===== config.mk =====
export PLATFORM = sky130hd
export DESIGN_NAME = comparador_serial_id
export DESIGN_NICKNAME = d
export VERILOG_FILES = /design/src/rtl/comparador_serial_id.sv
export SDC_FILE = /design/constraint.sdc
export NUM_CORES = 1
export LEC_CHECK = 0
export BUFFER_PORTS_ARGS = -buffer_cell sky130_fd_sc_hd__buf_2
export CAP_MARGIN = 10
export CORE_UTILIZATION = 45
export CTS_BUF_LIST = sky130_fd_sc_hd__clkbuf_4 sky130_fd_sc_hd__clkbuf_8
export DETAILED_ROUTE_END_ITERATION = 10
export PLACE_DENSITY = 0.79
export SYNTH_ARGS = -nofsm -noshare
export SYNTH_HDL_FRONTEND = slang
export SYNTH_SLANG_ARGS = --single-unit

===== constraint.sdc =====
create_clock -name clk -period 1.2 [get_ports clk]
set_input_delay 0.18 -clock clk [delete_from_list [all_inputs] [get_ports clk]]
set_output_delay 0.18 -clock clk [all_outputs]
set_load 0.05 [all_outputs]

===== src/rtl/comparador_serial_id.sv =====
// Bit-serial MSB-first unsigned magnitude comparator: walks two K-bit words over K
// cycles, producing the M/N decision chain one bit per clock, then pulses done with Z/E.
module comparador_serial_id #(
    parameter int K = 5
) (
    input  logic                 clk,
    input  logic                 rst_n,
    input  logic                 start,
    input  logic [K-1:0]         A,
    input  logic [K-1:0]         B,
    output logic                 busy,
    output logic                 done,
    output logic                 M,
    output logic                 N,
    output logic                 Z,
    output logic                 E,
    output logic [$clog2(K)-1:0] idx
);

    localparam int IW = $clog2(K);
    localparam logic [IW-1:0] LAST = IW'(K - 1);

    typedef enum logic [1:0] {
        IDLE,
        SHIFT,
        DONE
    } state_t;

    state_t          state_q, state_d;
    logic [K-1:0]    sa_q, sa_d;
    logic [K-1:0]    sb_q, sb_d;
    logic            m_q, m_d;
    logic            n_q, n_d;
    logic            z_q, z_d;
    logic            e_q, e_d;
    logic [IW-1:0]   idx_q, idx_d;

    always_ff @(posedge clk or negedge rst_n) begin
        if (!rst_n) begin
            state_q <= IDLE;
            sa_q    <= '0;
            sb_q    <= '0;
            m_q     <= 1'b0;
            n_q     <= 1'b0;
            z_q     <= 1'b0;
            e_q     <= 1'b0;
            idx_q   <= '0;
        end else begin
            state_q <= state_d;
            sa_q    <= sa_d;
            sb_q    <= sb_d;
            m_q     <= m_d;
            n_q     <= n_d;
            z_q     <= z_d;
            e_q     <= e_d;
            idx_q   <= idx_d;
        end
    end

    always_comb begin
        state_d = state_q;
        sa_d    = sa_q;
        sb_d    = sb_q;
        m_d     = m_q;
        n_d     = n_q;
        z_d     = z_q;
        e_d     = e_q;
        idx_d   = idx_q;

        unique case (state_q)
            IDLE: begin
                if (start) begin
                    sa_d    = A;
                    sb_d    = B;
                    m_d     = 1'b0;
                    n_d     = 1'b0;
                    z_d     = 1'b0;
                    e_d     = 1'b0;
                    idx_d   = LAST;
                    state_d = SHIFT;
                end
            end
            SHIFT: begin
                // Once a differing bit has decided the order, the flags freeze.
                if (!m_q && !n_q) begin
                    m_d = sa_q[K-1] & ~sb_q[K-1];
                    n_d = ~sa_q[K-1] & sb_q[K-1];
                end
                sa_d = {sa_q[K-2:0], 1'b0};
                sb_d = {sb_q[K-2:0], 1'b0};
                if (idx_q == '0) begin
                    z_d     = m_d;
                    e_d     = ~m_d & ~n_d;
                    state_d = DONE;
                end else begin
                    idx_d = idx_q - IW'(1);
                end
            end
            DONE: begin
                state_d = IDLE;
            end
            default: begin
                state_d = IDLE;
            end
        endcase
    end

    assign busy = (state_q != IDLE);
    assign done = (state_q == DONE);
    assign M    = m_q;
    assign N    = n_q;
    assign Z    = z_q;
    assign E    = e_q;
    assign idx  = idx_q;

endmodule

==> results_dict.tcl <==
set metrics [dict create \
    final_antenna_net_count 0 \
    clk_pin_slew_ps 110 \
    cts.htree.levels 1 \
    ys_ff_latch 19 \
    ys.warnings.count 0 \
    port_buffers 21 \
    wl_per_cell_um 14.01 \
    dr.max_layer_used "met4" \
    powerDensity_nw_per_um2 3195 \
    instances_no_fill 176 \
    met2WireLength_um 1304 \
    path_buf_inv 2 \
    critical-path-top-delay-family "flip-flops" \
    yosys.area.top_type_share 0.4935 \
    antenna_found_initial 0 \
    yosys_most_used_dff "dfrtp_1" \
    fmax_mhz 762.2 \
    hold_viol 0 \
    pwr-share-comb 0.655 \
    start_util 0.4861 \
    period_share 1.093 \
    worst-r2r-cell-count 5 \
    crit_chain "buf_6, nor2_4, buf_6" \
    crit_path_frequent_cell "buf_6" \
    grt_pass1_wl_um 3712 \
    cts-root-buf "clkbuf_4" \
    drive_gt1_frac 0.4698 \
    ios 22 \
    fin_util 0.7247 \
    n_antenna_cell 0 \
    drcViolationCount 0 \
    cts.sinks 19 \
    cp.depth 3 \
    firstDrtPassIters 4 \
    synth_most_common_cell "nand2_1" \
    viasPerCell 5.159 \
    grt_max_degree 20 \
    maxCapViolations 0 \
    p_seq_frac 0.268 \
    detail_route.iter0.violations 9 \
    slowest_delay_ps 460 \
    gp_congestion 0.8242 \
    switching_power_mw 2.077 \
    setup_viol 5 \
    syn_area_um2 963.4 \
    whs_path_depth 3 \
    critPathRequiredTime_ps 1020 \
    finalWorstSetupSlack_ps -112.0 \
    wl_met1_um 1013 \
    power_frac_clock 0.077 \
    maxSlewHeadroom 0.7064 \
    fp.dieW_um 48.27 \
    place_hpwl_um 1654 \
    post-route-min-period_ps 1312 \
    min_path_type "in -> reg" \
    crit_fanout 4 \
    place_inst 161 \
    start_kind "register" \
    vias 908 \
    synthArstFlopShare 1.000 \
    vdd_drop_max_mv 1.715 \
    grt.overflow.total 0 \
    crit_type "reg -> out" \
    cts_tree "done" \
    p_sw_frac 0.4526 \
    die_height_um 48.27 \
    cts_buffer_depth 2 \
    wl_met3_um 88 \
    leakage_nw 0.6805 \
    insertion_delay_ps 310 \
    critPathSlowestCell "dfrtp_2" \
    die_area_um2 2330 \
    yosys-top-cells-count "nand2_1, dfrtp_1, nor2_1" \
    nNetsFinal 165 \
    coreArea_um2 1982 \
    violations "setup timing" \
    avgSynthCellArea_um2 9.004 \
    clock_skew_ps 4.140 \
    synth_enable_flop_cells 0 \
    synth_nets 122 \
    first_global_vias 855 \
    synth_cell_type_count 26 \
    synth.largest_area_cell "dfrtp_1" \
    track_usage 0.2400 \
    internal_power_mw 2.513 \
    wl_um 2465 \
    slew_viol_final 0 \
    rows 16 \
    synth.area.top_cells "dfrtp_1, nand2_1, nor2_1" \
    rsz0062_at_grt "true" \
    cts-buffers-inserted 3 \
    syn_to_final_growth_pct 49.09 \
    status "finished, violations left" \
    tightest_slew_ps 440.4 \
    cp_data_arrival_time_ps 1130 \
    syn_inst 107 \
    seq_area_frac_synth 0.4935 \
    cp-end-kind "output pin" \
]
==> repair_timing <==
item	4_1_cts	5_1_grt
endpoints found under the hold margin	19	0
resized for setup	24	21
setup buffers	7	3
hold buffers	1	0
setup endpoints to repair	9	21
pin swaps	7	6
==> worst reg2reg max path, cell delays in order (launching register included) <==
cell and delay [ps]:
dfrtp_2 430, inv_2 90, ha_4 160, nand2b_4 70, or2_4 240, a31o_1 170
==> metrics by stage <==
stage | setup TNS (ps) | cell area [um2] | worst slack [ps] | power [mW] | hold WS (ps)
final | -244.3 | 1436 | -112.0 | 4.590 | 105.2
after global routing | -607.6 | 1436 | -159.6 | 4.903 | 95.62
after CTS | -239.8 | 1340 | -107.6 | 4.201 | 109.7
after detailed placement | -91.33 | 1169 | -40.48 | 3.386 | 141.3
after global placement | -16.15 | 1169 | -16.15 | 3.276 | 139.6
after floorplan | -991.0 | 991.0 | -285.0 | 2.780 | -115.6
==> flip-flops by register name (all words and copies together), names as in the netlist <==
| register | flops |
|---|---|
| E | 1 |
| M | 1 |
| N | 1 |
| Z | 1 |
| idx | 3 |
| sa_q | 5 |
| sb_q | 5 |
| state_q | 2 |
==> per-layer routing <==
| metal | track usage | vias to the layer above |
|---|---|---|
| met5 | 0 | - |
| met4 | 0.1333 | 0 |
| met3 | 0.03704 | 5 |
| met2 | 0.4347 | 28 |
| met1 | 0.2645 | 427 |
| li1 | - | 448 |
==> kinds of logic (layout without fill, tap and decap cells) <==
group	count (synthesis)	count (layout)	synth area share
mux	2	2	0.02078
simple gates	46	46	0.2247
xor+xnor	1	1	0.009093
flops	19	19	0.4935
compound gates	26	26	0.1636
fa+ha+maj	2	2	0.02597
buf+inv	11	53	0.06233
==> final cells by class <==
class / count / area, um2
Fill cell: 146 / 545.5
Multi-Input combinational cell: 77 / 513.0
Sequential cell: 19 / 480.5
Timing Repair Buffer: 44 / 357.8
Tap cell: 27 / 33.78
Clock buffer: 4 / 30.03
Inverter: 5 / 21.27
==> placed cells by master, fill, tap and decap left out, types with 2 or more instances in the layout <==
master,n
a21oi_1,5
a31oi_1,6
buf_2,14
buf_4,15
buf_6,10
buf_8,3
clkbuf_4,5
dfrtp_1,15
dfrtp_2,4
ha_4,2
inv_2,4
mux2i_1,2
nand2_1,19
nand2_2,2
nand2b_4,3
nor2_1,12
nor2b_1,3
o21ai_0,3
o21ai_1,2
o22ai_1,4
or2_4,2
==> power by group through the flow <==
stage / Clock, mW / Sequential [mW] / Combinational (mW)
2_1_floorplan: 0 / 1.57 / 1.21
3_3_place_gp: 0 / 1.21 / 2.07
3_5_place_dp: 0 / 1.23 / 2.15
4_1_cts: 0.357 / 1.21 / 2.64
5_1_grt: 0.399 / 1.26 / 3.24
6_report: 0.355 / 1.23 / 3.01
==> final timing paths <==
path | to | startpoint | slack (ps)
min in group asynchronous | sb_q[3] | rst_n | 340
setup / recovery | done | state_q[0] | -110
hold reg to reg | E | E | 520
max in group asynchronous | idx[0] | rst_n | 530
setup reg to reg | E | idx[1] | -50
hold / removal | sb_q[3] | B[3] | 110
Note: power is estimated with default switching activity, not from simulation.
